--- config.mk ---
export PLATFORM = sky130hd
export DESIGN_NAME = magnetron_power_ctrl_flat
export DESIGN_NICKNAME = d
export VERILOG_FILES = /design/src/rtl/magnetron_power_ctrl_pkg.sv /design/src/rtl/magnetron_power_ctrl_if.sv /design/src/rtl/magnetron_power_ctrl_duty_slot_counter.sv /design/src/rtl/magnetron_power_ctrl.sv /design/src/flat_wrapper.sv
export SDC_FILE = /design/constraint.sdc
export NUM_CORES = 1
export LEC_CHECK = 0
export CORE_MARGIN = 2
export CORE_UTILIZATION = 44
export DETAILED_ROUTE_END_ITERATION = 10
export HOLD_SLACK_MARGIN = 0.06
export PLACE_DENSITY = 0.83
export SLEW_MARGIN = 20
export SYNTH_ARGS = -nofsm -noshare
export SYNTH_HDL_FRONTEND = slang
export SYNTH_HIERARCHICAL = 1
export SYNTH_SLANG_ARGS = --single-unit
export TNS_END_PERCENT = 20
--- constraint.sdc ---
create_clock -name clk -period 1.9 [get_ports clk]
set_clock_uncertainty 0.05 [all_clocks]
set_input_delay 0.285 -clock clk [delete_from_list [all_inputs] [get_ports clk]]
set_output_delay 0.285 -clock clk [all_outputs]
set_load 0.05 [all_outputs]
--- src/rtl/magnetron_power_ctrl_pkg.sv ---
// Shared definitions for the magnetron power controller: state encoding
// and the derived power-level width.
package magnetron_power_ctrl_pkg;

    localparam int STATE_W = 2;

    typedef enum logic [STATE_W-1:0] {
        ST_IDLE   = 2'd0,
        ST_COOK   = 2'd1,
        ST_PAUSED = 2'd2,
        ST_DONE   = 2'd3
    } mag_state_e;

    function automatic int lvl_width(input int levels);
        return $clog2(levels + 1);
    endfunction

endpackage

--- src/rtl/magnetron_power_ctrl_if.sv ---
// Front-panel / door / timer bundle feeding the controller, plus the
// magnetron drive and status outputs coming back.
interface magnetron_power_ctrl_if
    import magnetron_power_ctrl_pkg::*;
#(
    parameter int LVL_W = 4
);
    logic               startn;
    logic               stopn;
    logic               clearn;
    logic               door_closed;
    logic               timer_done;
    logic [LVL_W-1:0]   power_level;
    logic               mag_on;
    logic               cooking;
    logic               done;
    logic [STATE_W-1:0] state;

    modport master (
        output startn, stopn, clearn, door_closed, timer_done, power_level,
        input  mag_on, cooking, done, state
    );

    modport slave (
        input  startn, stopn, clearn, door_closed, timer_done, power_level,
        output mag_on, cooking, done, state
    );

endinterface

--- src/rtl/magnetron_power_ctrl_duty_slot_counter.sv ---
// Duty-period position counter: cycles within a slot, slots within a period.
// Holds when disabled, zeroes on clr.
module duty_slot_counter #(
    parameter  int POWER_LEVELS = 10,
    parameter  int SLOT_CYCLES  = 4,
    localparam int SLOT_W = (POWER_LEVELS > 1) ? $clog2(POWER_LEVELS) : 1
) (
    input  logic              clk,
    input  logic              resetn,
    input  logic              en,
    input  logic              clr,
    output logic [SLOT_W-1:0] slot_cnt,
    output logic              period_wrap
);
    localparam int CYC_W = (SLOT_CYCLES > 1) ? $clog2(SLOT_CYCLES) : 1;

    logic [CYC_W-1:0]  cyc_q, cyc_d;
    logic [SLOT_W-1:0] slot_q, slot_d;
    logic              cyc_wrap, slot_wrap;

    assign cyc_wrap  = (cyc_q == CYC_W'(SLOT_CYCLES - 1));
    assign slot_wrap = (slot_q == SLOT_W'(POWER_LEVELS - 1));

    always_comb begin
        cyc_d  = cyc_q;
        slot_d = slot_q;
        if (clr) begin
            cyc_d  = '0;
            slot_d = '0;
        end else if (en) begin
            cyc_d = cyc_wrap ? '0 : cyc_q + 1'b1;
            if (cyc_wrap) begin
                slot_d = slot_wrap ? '0 : slot_q + 1'b1;
            end
        end
    end

    always_ff @(posedge clk or negedge resetn) begin
        if (!resetn) begin
            cyc_q  <= '0;
            slot_q <= '0;
        end else begin
            cyc_q  <= cyc_d;
            slot_q <= slot_d;
        end
    end

    assign slot_cnt    = slot_q;
    assign period_wrap = en && !clr && cyc_wrap && slot_wrap;

endmodule

--- src/rtl/magnetron_power_ctrl.sv ---
// Clocked cook FSM with slot-based duty cycling of the magnetron drive.
// All outputs are decoded from registers only.
module magnetron_power_ctrl
    import magnetron_power_ctrl_pkg::*;
#(
    parameter int POWER_LEVELS = 10,
    parameter int SLOT_CYCLES  = 4,
    parameter int LVL_W        = lvl_width(POWER_LEVELS)
) (
    input  logic                   clk,
    input  logic                   resetn,
    magnetron_power_ctrl_if.slave  bus
);
    localparam int SLOT_W = (POWER_LEVELS > 1) ? $clog2(POWER_LEVELS) : 1;

    mag_state_e        state_q, state_d;
    logic [LVL_W-1:0]  lvl_q, lvl_d;
    logic [LVL_W-1:0]  lvl_clamped;
    logic [SLOT_W-1:0] slot_cnt;
    logic              start_ok;
    logic              cnt_en, cnt_clr;
    logic              period_wrap_unused;

    assign lvl_clamped = (bus.power_level > LVL_W'(POWER_LEVELS)) ?
                         LVL_W'(POWER_LEVELS) : bus.power_level;

    assign start_ok = !bus.startn && bus.stopn && bus.door_closed &&
                      !bus.timer_done && (bus.power_level != '0);

    always_comb begin
        state_d = state_q;
        lvl_d   = lvl_q;
        case (state_q)
            ST_IDLE: begin
                if (bus.clearn && start_ok) begin
                    state_d = ST_COOK;
                    lvl_d   = lvl_clamped;
                end
            end
            ST_COOK: begin
                if (!bus.clearn) begin
                    state_d = ST_IDLE;
                end else if (bus.timer_done) begin
                    state_d = ST_DONE;
                end else if (!bus.stopn || !bus.door_closed) begin
                    state_d = ST_PAUSED;
                end
            end
            ST_PAUSED: begin
                if (!bus.clearn) begin
                    state_d = ST_IDLE;
                end else if (bus.timer_done) begin
                    state_d = ST_DONE;
                end else if (start_ok) begin
                    state_d = ST_COOK;
                    lvl_d   = lvl_clamped;
                end
            end
            ST_DONE: begin
                if (!bus.clearn || !bus.door_closed) begin
                    state_d = ST_IDLE;
                end
            end
            default: state_d = ST_IDLE;
        endcase
    end

    always_ff @(posedge clk or negedge resetn) begin
        if (!resetn) begin
            state_q <= ST_IDLE;
            lvl_q   <= '0;
        end else begin
            state_q <= state_d;
            lvl_q   <= lvl_d;
        end
    end

    // Counters move only on edges that keep us in COOK, so a pause freezes
    // the exact period position and a resume continues from it.
    assign cnt_en  = (state_q == ST_COOK) && (state_d == ST_COOK);
    assign cnt_clr = (state_d == ST_IDLE);

    duty_slot_counter #(
        .POWER_LEVELS (POWER_LEVELS),
        .SLOT_CYCLES  (SLOT_CYCLES)
    ) u_duty (
        .clk         (clk),
        .resetn      (resetn),
        .en          (cnt_en),
        .clr         (cnt_clr),
        .slot_cnt    (slot_cnt),
        .period_wrap (period_wrap_unused)
    );

    assign bus.mag_on  = (state_q == ST_COOK) && (LVL_W'(slot_cnt) < lvl_q);
    assign bus.cooking = (state_q == ST_COOK);
    assign bus.done    = (state_q == ST_DONE);
    assign bus.state   = state_q;

endmodule
--- src/flat_wrapper.sv ---
// flat-port wrapper written by rule: the top's interface ports become plain ports
module magnetron_power_ctrl_flat import magnetron_power_ctrl_pkg::*;
#(
    parameter int POWER_LEVELS = 10,
    parameter int SLOT_CYCLES  = 4,
    parameter int LVL_W        = lvl_width(POWER_LEVELS)
)
  (clk, resetn, bus_startn, bus_stopn, bus_clearn, bus_door_closed, bus_timer_done, bus_power_level, bus_mag_on, bus_cooking, bus_done, bus_state);
  magnetron_power_ctrl_if #(.LVL_W(LVL_W)) bus_i ();
  input  logic clk;
  input  logic resetn;
  input wire logic [$bits(bus_i.startn)-1:0] bus_startn;
  input wire logic [$bits(bus_i.stopn)-1:0] bus_stopn;
  input wire logic [$bits(bus_i.clearn)-1:0] bus_clearn;
  input wire logic [$bits(bus_i.door_closed)-1:0] bus_door_closed;
  input wire logic [$bits(bus_i.timer_done)-1:0] bus_timer_done;
  input wire logic [$bits(bus_i.power_level)-1:0] bus_power_level;
  output wire logic [$bits(bus_i.mag_on)-1:0] bus_mag_on;
  output wire logic [$bits(bus_i.cooking)-1:0] bus_cooking;
  output wire logic [$bits(bus_i.done)-1:0] bus_done;
  output wire logic [$bits(bus_i.state)-1:0] bus_state;
  assign bus_i.startn = bus_startn;
  assign bus_i.stopn = bus_stopn;
  assign bus_i.clearn = bus_clearn;
  assign bus_i.door_closed = bus_door_closed;
  assign bus_i.timer_done = bus_timer_done;
  assign bus_i.power_level = bus_power_level;
  assign bus_mag_on = bus_i.mag_on;
  assign bus_cooking = bus_i.cooking;
  assign bus_done = bus_i.done;
  assign bus_state = bus_i.state;
  magnetron_power_ctrl #(.POWER_LEVELS(POWER_LEVELS), .SLOT_CYCLES(SLOT_CYCLES), .LVL_W(LVL_W)) u_core (.clk(clk), .resetn(resetn), .bus(bus_i));
endmodule
==> summary.md, run 1 <==
| Metric | Value |
|---|---|
| Clock Latency Late Sink | `0.27 ns` |
| Max FO, Critical Path | `2` |
| Num CTS Buffers | `3` |
| Die ar. | `2160 sq um` |
| Setup violators final | `1` |
| Netlist Area Pre-Place | `793 sq um` |
| Tightest Pin Transition | `0.524 ns` |
| Met3 usage | `3.92%` |
| Clk sinks | `12` |
| Die width | `46.5 um` |
| Die Span Y | `46.5 um` |
| GRT Residual Overflow | `0` |
| Clock root buffer | `clkbuf_4` |
| Share of cells above drive strength 1 | `28.4%` |
| Part of the cycle the worst path needs | `115%` |
| First-pass GRT wire length | `2930 um` |
| Synthesized net count | `100` |
| Setup TNS | `-0.276 ns` |
| Critical Path Max Stage Delay | `0.40 ns` |
| Min Hold Slack | `0.303 ns` |
| H-tree depth | `1` |
| RSZ-0062 raised after global routing | `true` |
| Drt first pass iters | `4` |
| Critical path, cell by cell | `ha_1 > a21o_1 > a21o_1 > a2111oi_4 > buf_12` |
| Syn Inst Count | `83` |
| Post-DRT Antenna Nets | `0` |
| Final worst slack | `-0.276 ns` |
| DP HPWL | `1370 um` |
| Drt wl/cell | `12.5 um` |
| Peak VDD IR | `292 uV` |
| Max stage delay cell, worst path | `dfrtp_1` |
| Met2 Use GR | `35.0%` |
| Critical path class | `reg -> out` |
| TritonCTS clock tree | `yes` |
| Starting Density | `46.4%` |
| Mean post-synth cell area | `9.56 sq um` |
| Endpoints failing hold | `0` |
| Final Non-Filler Cells | `134` |
| # IOs | `16` |
| Fin crit period | `2.18 ns` |
| CP arrival | `1.84 ns` |
| Setup crit end kind | `output pin` |
| GRT busiest layer | `met2` |
| Via count | `707` |
| # nets final | `127` |
| Leakage power | `0.491 nW` |
| Via density | `5.28` |
| Initial antenna violation count | `0` |
| HP Class | `in -> async` |
| CP required | `1.56 ns` |
| Drc violations | `0` |
| Slew Viols, Final | `0` |
| Clk buf depth | `2` |
| Dpl cells | `130` |
| Final wirelength | `1680 um` |
| Vias in the first global route | `716` |
| Slew headroom | `65.0%` |
| GPL Wtd Cong | `0.811` |
| I/O Buffers | `15` |
| Area Overhead vs Synth | `38.8%` |
| Crit-path most repeated cell | `a21o_1` |
| Tot GR Track Use | `19.3%` |
| Worst reg2reg path depth | `6` |
| M1 GR Usage | `21.0%` |
| Largest net degree at the start of global routing | `13` |
| Crit-path leading delay family | `compound AO/OA/AOI/OAI gates` |
| Reg-to-reg setup timing slack | `0.22 ns` |
| Crit path launch type | `register` |
| Number of diodes | `0` |
| Postcts setup bufs | `0` |
| Critical path depth | `5` |
| Hold-fix buffer count after cts | `0` |
| Failing checks | `setup timing` |
| Status | `finished, violations left` |
| Highest clock rate | `460 MHz` |
| DRT iter0 DRCs | `3` |
| Max Cap Violations | `0` |
| Power per cell area | `577 nW/um^2` |
| Buf/Inv on CP | `1` |
| Area of the core | `1710 sq um` |
| Std-Cell Rows | `15` |
| Fillers | `140` |
| Clock slew at reported path FFs | `0.08 ns` |
| YS warnings | `6` |
## layer usage
metal	share of wire (%)	vias to the layer above
li1	-	348
met1	41	342
met2	54	13
met3	3.1	4
met4	1.4	0
met5	0	-
## repair_timing
action | in CTS | in global routing
gates resized for setup | 0 | 0
pin swaps | 0 | 0
endpoints found under the setup margin | 1 | 1
## cells in the final DEF, fill, tap and decap left out
master	n
inv_4	1
nand2_1	5
o31ai_1	1
buf_12	1
o21ai_0	6
clkbuf_4	3
nand3b_1	1
or2_2	1
or4b_1	1
or3_2	2
ha_1	6
nor2_1	7
nand3b_4	1
a2111oi_4	1
clkdlybuf4s50_1	10
dfrtp_1	10
clkbuf_8	1
dfrtp_2	2
buf_4	12
nand3_1	3
and3b_1	1
a31oi_1	2
inv_1	6
a21oi_1	5
nor2_4	2
o211ai_1	3
and2_1	1
nand2_2	2
nand2b_1	3
xnor2_1	1
nor4_4	2
a21o_1	3
mux2i_1	3
## final timing paths
path                                      startpoint                   endpoint
min in group clk                     u_core/lvl_q[1]            u_core/lvl_q[1]
hold / removal                                resetn            u_core/lvl_q[1]
setup / recovery           u_core/u_duty/slot_cnt[1]                 bus_mag_on
max in group asynchronous                     resetn        u_core/bus.state[1]
hold reg to reg                      u_core/lvl_q[1]            u_core/lvl_q[1]
setup reg to reg           u_core/u_duty/slot_cnt[1]  u_core/u_duty/slot_cnt[1]
## sequential cells by signal, indices dropped and copies added (netlist names)
name	count
u_core/u_duty/slot_cnt	4
u_core/u_duty/cyc_q	2
u_core/bus.state	2
u_core/lvl_q	4
## stage by stage
step           utilization [%]  worst slack (ns)  power [W]  area, sq um
4_1_cts                   64.5            -0.300   0.000642         1100
2_1_floorplan                -            -0.129   0.000378          835
5_1_grt                   64.5            -0.356   0.000677         1100
3_5_place_dp              62.3            -0.138   0.000440         1060
3_3_place_gp              62.3           -0.0752   0.000434         1060
6_report                  64.5            -0.276   0.000635         1100
## area by class of cell
cell class                      instances  area, sq um  area share [%]
Multi-Input combinational cell         63          492            44.7
Sequential cell                        12          303            27.5
Clock buffer                            4         36.3            3.30
Timing Repair Buffer                   23          210            19.1
Tap cell                               25         31.3            2.84
Inverter                                7         28.8            2.61
## where the power goes
group          internal (W)  switching (W)
registers          0.000279      0.0000140
logic             0.0000661      0.0000736
clock network      0.000116      0.0000855
(Power assumes the default switching activity.)
==> run 2: changes to the inputs <==
- TNS_END_PERCENT: 20 -> 10
==> results of run 2 <==
Same layout as run 1: the final DEF is identical, and so are final timing and power.
==> run 3: changes to the inputs <==
- GPL_ROUTABILITY_DRIVEN: default -> 0
==> results of run 3 <==
Same layout as run 1: the final DEF is identical, and so are final timing and power.
